==> config.mk <==
export PLATFORM = sky130hd
export DESIGN_NAME = enable_pulse_gen_flat
export DESIGN_NICKNAME = d
export VERILOG_FILES = /design/src/rtl/enable_pulse_gen_if.sv /design/src/rtl/enable_pulse_gen.sv /design/src/flat_wrapper.sv
export SDC_FILE = /design/constraint.sdc
export NUM_CORES = 1
export LEC_CHECK = 0
export BUFFER_PORTS_ARGS = -buffer_cell sky130_fd_sc_hd__buf_2
export CAP_MARGIN = 20
export CORE_ASPECT_RATIO = 2
export CORE_MARGIN = 4
export CORE_UTILIZATION = 55
export DETAILED_ROUTE_END_ITERATION = 7
export HOLD_SLACK_MARGIN = 0.12
export MAX_ROUTING_LAYER = met4
export PLACE_DENSITY_LB_ADDON = 0.1
export REMOVE_ABC_BUFFERS = 1
export SYNTH_ARGS = -nofsm -noshare
export SYNTH_HDL_FRONTEND = slang
export SYNTH_SLANG_ARGS = --single-unit
==> constraint.sdc <==
create_clock -name clock -period 2.55 [get_ports clock]
set_input_delay 0.51 -clock clock [delete_from_list [all_inputs] [get_ports clock]]
set_output_delay 0.51 -clock clock [all_outputs]
set_load 0.02 [all_outputs]
==> src/rtl/enable_pulse_gen_if.sv <==
// Control and status bundle between a rate-select / start / stop controller
// and the enable pulse generator. The controller drives the rate and the
// start/stop levels and receives the enable pulse and the run indication.
interface enable_pulse_gen_if;
    logic [1:0] speed;
    logic       start;
    logic       stop;
    logic       tick;
    logic       running;

    modport master (
        output speed,
        output start,
        output stop,
        input  tick,
        input  running
    );

    modport slave (
        input  speed,
        input  start,
        input  stop,
        output tick,
        output running
    );
endinterface

==> src/rtl/enable_pulse_gen.sv <==
// Enable pulse generator. Produces a one-cycle tick every D clocks while
// running, where D is chosen by the speed input (1, BASE_DIV, 2*BASE_DIV or
// 4*BASE_DIV). Start/stop are level inputs whose rising edges start, pause
// and resume the divider. Pausing freezes the countdown so that a resume
// continues exactly where it left off. All outputs are registered.
module enable_pulse_gen #(
    parameter int BASE_DIV = 50_000_000,
    parameter int CNT_W    = 28
) (
    input  logic          clock,
    input  logic          reset,
    enable_pulse_gen_if.slave bus
);

    typedef enum logic [1:0] {
        IDLE  = 2'd0,
        RUN   = 2'd1,
        PAUSE = 2'd2
    } state_t;

    // Reload values are D-1 for each rate; a count of zero means the tick is
    // due on the current edge, so the slowest rate needs 4*BASE_DIV-1.
    localparam logic [CNT_W-1:0] RELOAD_FAST = '0;
    localparam logic [CNT_W-1:0] RELOAD_X1   = CNT_W'(BASE_DIV - 1);
    localparam logic [CNT_W-1:0] RELOAD_X2   = CNT_W'(2 * BASE_DIV - 1);
    localparam logic [CNT_W-1:0] RELOAD_X4   = CNT_W'(4 * BASE_DIV - 1);
    localparam logic [CNT_W-1:0] COUNT_ONE   = CNT_W'(1);

    state_t           state;
    state_t           state_next;
    logic [CNT_W-1:0] count;
    logic [CNT_W-1:0] count_next;
    logic             tick_reg;
    logic             tick_next;
    logic             running_reg;
    logic             start_d;
    logic             stop_d;

    logic             start_edge;
    logic             stop_edge;
    logic [CNT_W-1:0] reload_value;
    logic [CNT_W-1:0] count_advanced;
    logic             tick_advanced;

    // A held level yields a single edge: high now and low at the previous edge.
    always_comb begin
        start_edge = bus.start & ~start_d;
        stop_edge  = bus.stop  & ~stop_d;
    end

    // Reload value for the rate currently selected; only consulted on a fresh
    // start or on a tick, so a mid-count speed change waits for the next reload.
    always_comb begin
        reload_value = RELOAD_FAST;
        case (bus.speed)
            2'b00:   reload_value = RELOAD_FAST;
            2'b01:   reload_value = RELOAD_X1;
            2'b10:   reload_value = RELOAD_X2;
            2'b11:   reload_value = RELOAD_X4;
            default: reload_value = RELOAD_FAST;
        endcase
    end

    // One running step of the divider: tick and reload at zero, otherwise count down.
    always_comb begin
        count_advanced = count;
        tick_advanced  = 1'b0;
        if (count == '0) begin
            tick_advanced  = 1'b1;
            count_advanced = reload_value;
        end else begin
            count_advanced = count - COUNT_ONE;
        end
    end

    // Next-state logic; a stop edge always wins over a simultaneous start edge.
    always_comb begin
        state_next = state;
        count_next = count;
        tick_next  = 1'b0;
        case (state)
            IDLE: begin
                if (start_edge && !stop_edge) begin
                    state_next = RUN;
                    count_next = reload_value;
                end
            end
            RUN: begin
                if (stop_edge) begin
                    state_next = PAUSE;
                end else begin
                    count_next = count_advanced;
                    tick_next  = tick_advanced;
                end
            end
            PAUSE: begin
                if (start_edge && !stop_edge) begin
                    state_next = RUN;
                    count_next = count_advanced;
                    tick_next  = tick_advanced;
                end
            end
            default: begin
                state_next = IDLE;
                count_next = '0;
            end
        endcase
    end

    // State, counter, outputs and edge-detect history; edge history resets high
    // so a level already asserted at reset release is not taken as a request.
    always_ff @(posedge clock) begin
        if (reset) begin
            state       <= IDLE;
            count       <= '0;
            tick_reg    <= 1'b0;
            running_reg <= 1'b0;
            start_d     <= 1'b1;
            stop_d      <= 1'b1;
        end else begin
            state       <= state_next;
            count       <= count_next;
            tick_reg    <= tick_next;
            running_reg <= (state_next == RUN);
            start_d     <= bus.start;
            stop_d      <= bus.stop;
        end
    end

    assign bus.tick    = tick_reg;
    assign bus.running = running_reg;

endmodule

==> src/flat_wrapper.sv <==
// flat-port wrapper written by rule: the top's interface ports become plain ports
module enable_pulse_gen_flat 
#(
    parameter int BASE_DIV = 50_000_000,
    parameter int CNT_W    = 28
)
  (clock, reset, bus_speed, bus_start, bus_stop, bus_tick, bus_running);
  enable_pulse_gen_if bus_i ();
  input  logic clock;
  input  logic reset;
  input wire logic [$bits(bus_i.speed)-1:0] bus_speed;
  input wire logic [$bits(bus_i.start)-1:0] bus_start;
  input wire logic [$bits(bus_i.stop)-1:0] bus_stop;
  output wire logic [$bits(bus_i.tick)-1:0] bus_tick;
  output wire logic [$bits(bus_i.running)-1:0] bus_running;
  assign bus_i.speed = bus_speed;
  assign bus_i.start = bus_start;
  assign bus_i.stop = bus_stop;
  assign bus_tick = bus_i.tick;
  assign bus_running = bus_i.running;
  enable_pulse_gen #(.BASE_DIV(BASE_DIV), .CNT_W(CNT_W)) u_core (.clock(clock), .reset(reset), .bus(bus_i));
endmodule
==> impl_metrics.ini, run 1 <==
[logic_synthesis]
synth-xor-area-share = 0.0208
synth_warnings = 0
syn_inst = 263
ys_ff_latch = 34
synth_top_family_by_area = simple AND/OR/NAND/NOR gates
netlist-cell-type-count = 55
synth_mux_area_frac = 0
synthAdderAreaFrac = 0.0713
synth_flop_cell = dfxtp_1
synth_top_area_frac = 0.323
syn_avg_cell_area_sq_um = 8.01
yosys.area_share.simple = 0.314
synth_edf_count = 0
ys_top_cells_by_area = dfxtp_1 32%, ha_1 7.1%, nor2_1 4.3%
synth_compound_area_frac = 0.226
yosysTopAreaCell = dfxtp_1
synthesis.area_sq_mm = 0.00211
async_flop_share = 0
ys_seq_area_frac = 0.323

[setup_path]
timing.rr.start = u_core.count[13]
required_ps = 2740
worst-setup-path-type = flop to flop
startpoint_type = flop
r2r_slack_ps = 130
timing.rr.end = u_core.count[20]
startpoint = u_core.count[13]
critPathCaptureType = flop
r2r_cells = 6
arrival_ps = 2610
cp_max_fo = 10

[routing]
drtAntennaViolNets = 0
vias_per_cell = 6.48
route.detailed.drc = 0
drt_wl_total_microns = 6340
first_pass_iters = 4
detail_route.iter0.violations = 111
vias = 2255
wl_per_cell_microns = 18.2

[power]
p_leak_nw = 1.10
p_per_area_mw_per_mm2 = 649
finalPower_w = 0.00161
ir_drop_uv = 460

[timing]
setup-tns-final_ps = 0
worst_pin_slew_ps = 596
worst_slack_ps = 134
setup_viol = 0
finalCriticalPeriod_ps = 2420
fin_worst_skew_ps = 10.3
max_freq_ghz = 0.414
rsz0062_at_grt = no
finalHoldViolCount = 0
slew_headroom = 0.599
finalCritPeriodShare = 0.947
drv_slew = 0

[finish]
top_register = u_core.count
stdcell_count = 348
drive_above_1_share = 0.191
layout-area-overhead-vs-synth_pct = 17.8
largest_reg_flops = 28
antenna_cells = 0
nets = 316
filler_cell_count = 346
largest_registers = u_core.count: 28 flops, u_core.state: 2 flops

[place]
placed_cells = 340
post-place-ws_ps = 83.5
port_buffers = 7
place_congestion = 1.01
dp_hpwl_microns = 4930

[cts]
cts.sinks = 34
tritoncts = built
root_buffer = clkbuf_8
cts_buffers = 5
postCtsSetupRepairBufs = 0
clock_path_buffers = 2
clk_latency_ps = 300
cts_resized = 0
ctsHoldBuffers = 0
htree_levels = 2
path_clk_slew_ps = 80

[status]
outcome = completed

[hold_path]
hold_path_class = primary input to flop
whs_endpoint = u_core.stop_d
holdPathStages = 2
min_from = bus_stop

[grt]
grt_overflow = 0
grt_pass1_vias = 2208
grt_usage = 0.287
grt_max_degree = 12
antenna_found_initial = 0
grt_pass1_wl_microns = 10000

[floorplanning]
die_width_microns = 51.8
start_util = 0.578
fp.dieH_microns = 95.5
dieArea_sq_mm = 0.00494
core_area_sq_mm = 0.00365
rows = 31
design.portCount = 8

[job]
max_cap_viol_count = 0
## cell type report
class	instances	area, sq um	area share
multi-input combinational	210	1350	0.542
sequential	34	681	0.274
timing repair buffer	38	268	0.108
clock buffer	7	86.3	0.0348
tap	49	61.3	0.0247
inverter	9	33.8	0.0136
clock inverter	1	5.00	0.00202
## through the flow
step	utilization	hold WS (ps)	cell area (sq um)
floorplan	-	466	2050
global placement	0.652	503	2380
detailed placement	0.652	519	2380
CTS	0.677	418	2470
global route	0.680	423	2480
finish	0.680	410	2480
## synth_stat cells (6+ instances only)
cell type	n
nor2_1	24
a221o_1	6
nor3_1	16
nand2_1	21
o21ai_0	15
dfxtp_1	34
inv_1	9
a21oi_1	14
ha_1	12
nor4_1	8
nand4_1	6
nand3_1	16
## layout by cell type (no fill, tap or decap), types with 4 or more instances in the layout
master	netlist	routed
nand2b_1	4	4
nand2_1	21	21
or3_1	5	5
o211ai_1	4	4
ha_1	12	12
nor2_1	24	23
nand3_1	16	16
dfxtp_1	34	34
a221o_1	6	6
nor3_1	16	16
o21ai_0	15	15
xnor2_1	5	5
buf_2	2	7
nor4_1	8	8
nand4_1	6	6
a21oi_1	14	14
clkbuf_8	0	6
inv_1	9	9
buf_4	0	31
or2_2	4	4
## logic make-up (layout without fill, tap and decap cells)
group	count (synthesis)	after routing
AND/OR/NAND/NOR	124	124
AO/OA/AOI/OAI	69	69
flip-flops	34	34
buffers and inverters	19	55
adder cells (fa/ha/maj)	12	12
XOR/XNOR	5	5
## critical path, cell delays in order, from the launching register on
cell,delay [ps]
dfxtp_1,310
or4_4,520
or4_1,490
or4_4,460
nand2_4,150
o21ai_0,100
a211o_1,300
## routing by layer
layer	global-route usage	share of wire	routed length (microns)	vias up
li1	-	-	-	1070
met1	0.274	0.36	2270	1063
met2	0.520	0.54	3450	93
met3	0.0344	0.049	308	29
met4	0.188	0.049	311	0
met5	-	0	0	-
## worst max path at each step
stage / end / slack, ps / cells after the start
2_1_floorplan: u_core.count[20] / 6 / 6
3_3_place_gp: u_core.count[17] / 90 / 8
3_5_place_dp: u_core.count[20] / 80 / 6
4_1_cts: u_core.count[17] / 60 / 8
5_1_grt: u_core.count[12] / 50 / 7
6_report: u_core.count[20] / 130 / 6
## power by group
group	total (W)	internal [W]	switching (W)	leakage (nW)
Sequential	0.000591	0.000560	0.0000308	0.277
Combinational	0.000596	0.000252	0.000344	0.778
Clock	0.000422	0.000218	0.000204	0.0482
Total	0.00161	0.00103	0.000578	1.10
(Power assumes the default switching activity.)
==> inputs of run 2 (changes only) <==
Settings changed: CORE_ASPECT_RATIO 2 to 1.2.
==> run 2 against run 1 <==
- core utilization decreased by 0.26 points
- clock-buffer cell count increased by 1
- register-to-register slack got worse by 80 ps
- largest power group is now registers
- highest routed layer unchanged
- critical path depth unchanged
- die area decreased by 1.1%
- clock skew decreased by 6.4 ps
- hold slack improved by 4.7 ps
==> impl_metrics.ini, run 2 (synthesized netlist as in run 1, its figures left out) <==
[finish]
drive_above_1_share = 0.186
largest_reg_flops = 28
top_register = u_core.count
nets = 312
antenna_cells = 0
stdcell_area_sq_mm = 0.00248
filler_cell_count = 338
mostFrequentLayoutCell = dfxtp_1
largest_registers = u_core.count: 28 flops, u_core.state: 2 flops
final_util = 0.678
layout_common_cells = 34 x dfxtp_1, 27 x buf_4, 24 x nor2_1
layout-area-overhead-vs-synth_pct = 17.9

[setup_path]
timing.rr.start = u_core.count[13]
worst-setup-path-type = flop to flop
startpoint_type = flop
r2r_cells = 6
critPathCaptureType = flop
required_ps = 2730
timing.rr.end = u_core.count[20]
arrival_ps = 2680
cp_max_fo = 12
r2r_slack_ps = 60

[timing]
rsz0062_at_grt = yes
setup-tns-final_ps = 0
worst_pin_slew_ps = 647
drv_slew = 0
finalHoldViolCount = 0
max_freq_ghz = 0.401
slew_headroom = 0.567
fin_worst_skew_ps = 3.91
finalCriticalPeriod_ps = 2490
setup_viol = 0
finalCritPeriodShare = 0.978
worst_slack_ps = 55.4

[grt]
antenna_found_initial = 0
grt_max_degree = 13
grt_overflow = 0
grt_pass1_wl_microns = 9720
grt_usage = 0.266
grt_pass1_vias = 2058

[status]
outcome = completed

[floorplanning]
start_util = 0.575
design.portCount = 8
dieArea_sq_mm = 0.00489
rows = 24
core_area_sq_mm = 0.00366
fp.dieH_microns = 75.8
die_width_microns = 64.5

[cts]
cts.sinks = 34
cts_resized = 0
clk_latency_ps = 290
ctsHoldBuffers = 0
path_clk_slew_ps = 70
postCtsSetupRepairBufs = 0
clock_path_buffers = 2
tritoncts = built
cts_buffers = 5
root_buffer = clkbuf_8
htree_levels = 2

[power]
ir_drop_uv = 369
p_leak_nw = 1.10
p_per_area_mw_per_mm2 = 660

[hold_path]
min_from = bus_start
hold_path_class = primary input to flop
holdPathStages = 2
whs_endpoint = u_core.start_d

[routing]
wl_per_cell_microns = 16.7
drtAntennaViolNets = 0
route.detailed.drc = 0
vias_per_cell = 6.21
drt_wl_total_microns = 5790
first_pass_iters = 5
vias = 2155
detail_route.iter0.violations = 161

[place]
placed_area_sq_mm = 0.00235
dp_hpwl_microns = 4270
port_buffers = 7
post-place-ws_ps = 28.0
place_congestion = 1.03

[job]
max_cap_viol_count = 0
[run 2: report_power, final]
group	leakage [nW]	total, W	switching (W)	internal (W)
clock	0.0575	0.000470	0.000198	0.000273
combinational	0.762	0.000576	0.000338	0.000238
sequential	0.277	0.000591	0.0000307	0.000561
[run 2: how the worst max path moves through the flow]
stage / start / endpoint / cells past startpoint
after floorplan: u_core.count[13] / u_core.count[20] / 6
after detailed placement: u_core.count[13] / u_core.count[20] / 6
final: u_core.count[13] / u_core.count[20] / 6
after CTS: u_core.count[13] / u_core.count[20] / 6
after global placement: u_core.count[24] / u_core.count[16] / 6
after global routing: u_core.count[25] / u_core.count[13] / 7
[run 2: metal layers]
| layer | part of all wire | global-route usage | vias to the layer above |
|---|---|---|---|
| li1 | - | - | 1051 |
| met5 | 0 | - | - |
| met3 | 0.068 | 0.0531 | 19 |
| met1 | 0.40 | 0.292 | 1002 |
| met2 | 0.49 | 0.458 | 83 |
| met4 | 0.034 | 0.143 | 0 |
[run 2: cell type report]
type                       instances  area [sq um]  area share
clock buffer                       8           110      0.0444
tap                               52          65.1      0.0262
timing repair buffer              34           238      0.0958
sequential                        34           681       0.274
multi-input combinational        210          1360       0.546
inverter                           9          33.8      0.0136
[run 2: stage by stage]
stage,hold slack (ps),instances,power [W]
floorplan,466,253,0.000935
global placement,498,339,0.00114
detailed placement,496,339,0.00114
CTS,416,347,0.00161
global route,423,347,0.00173
finish,414,347,0.00164
[run 2: worst max-delay path: stages, from the launching register on]
cell and delay, ps:
dfxtp_1 320, or4_4 530, or4_1 480, or4_4 460, nand2_4 170, o21ai_0 120, a211o_1 300
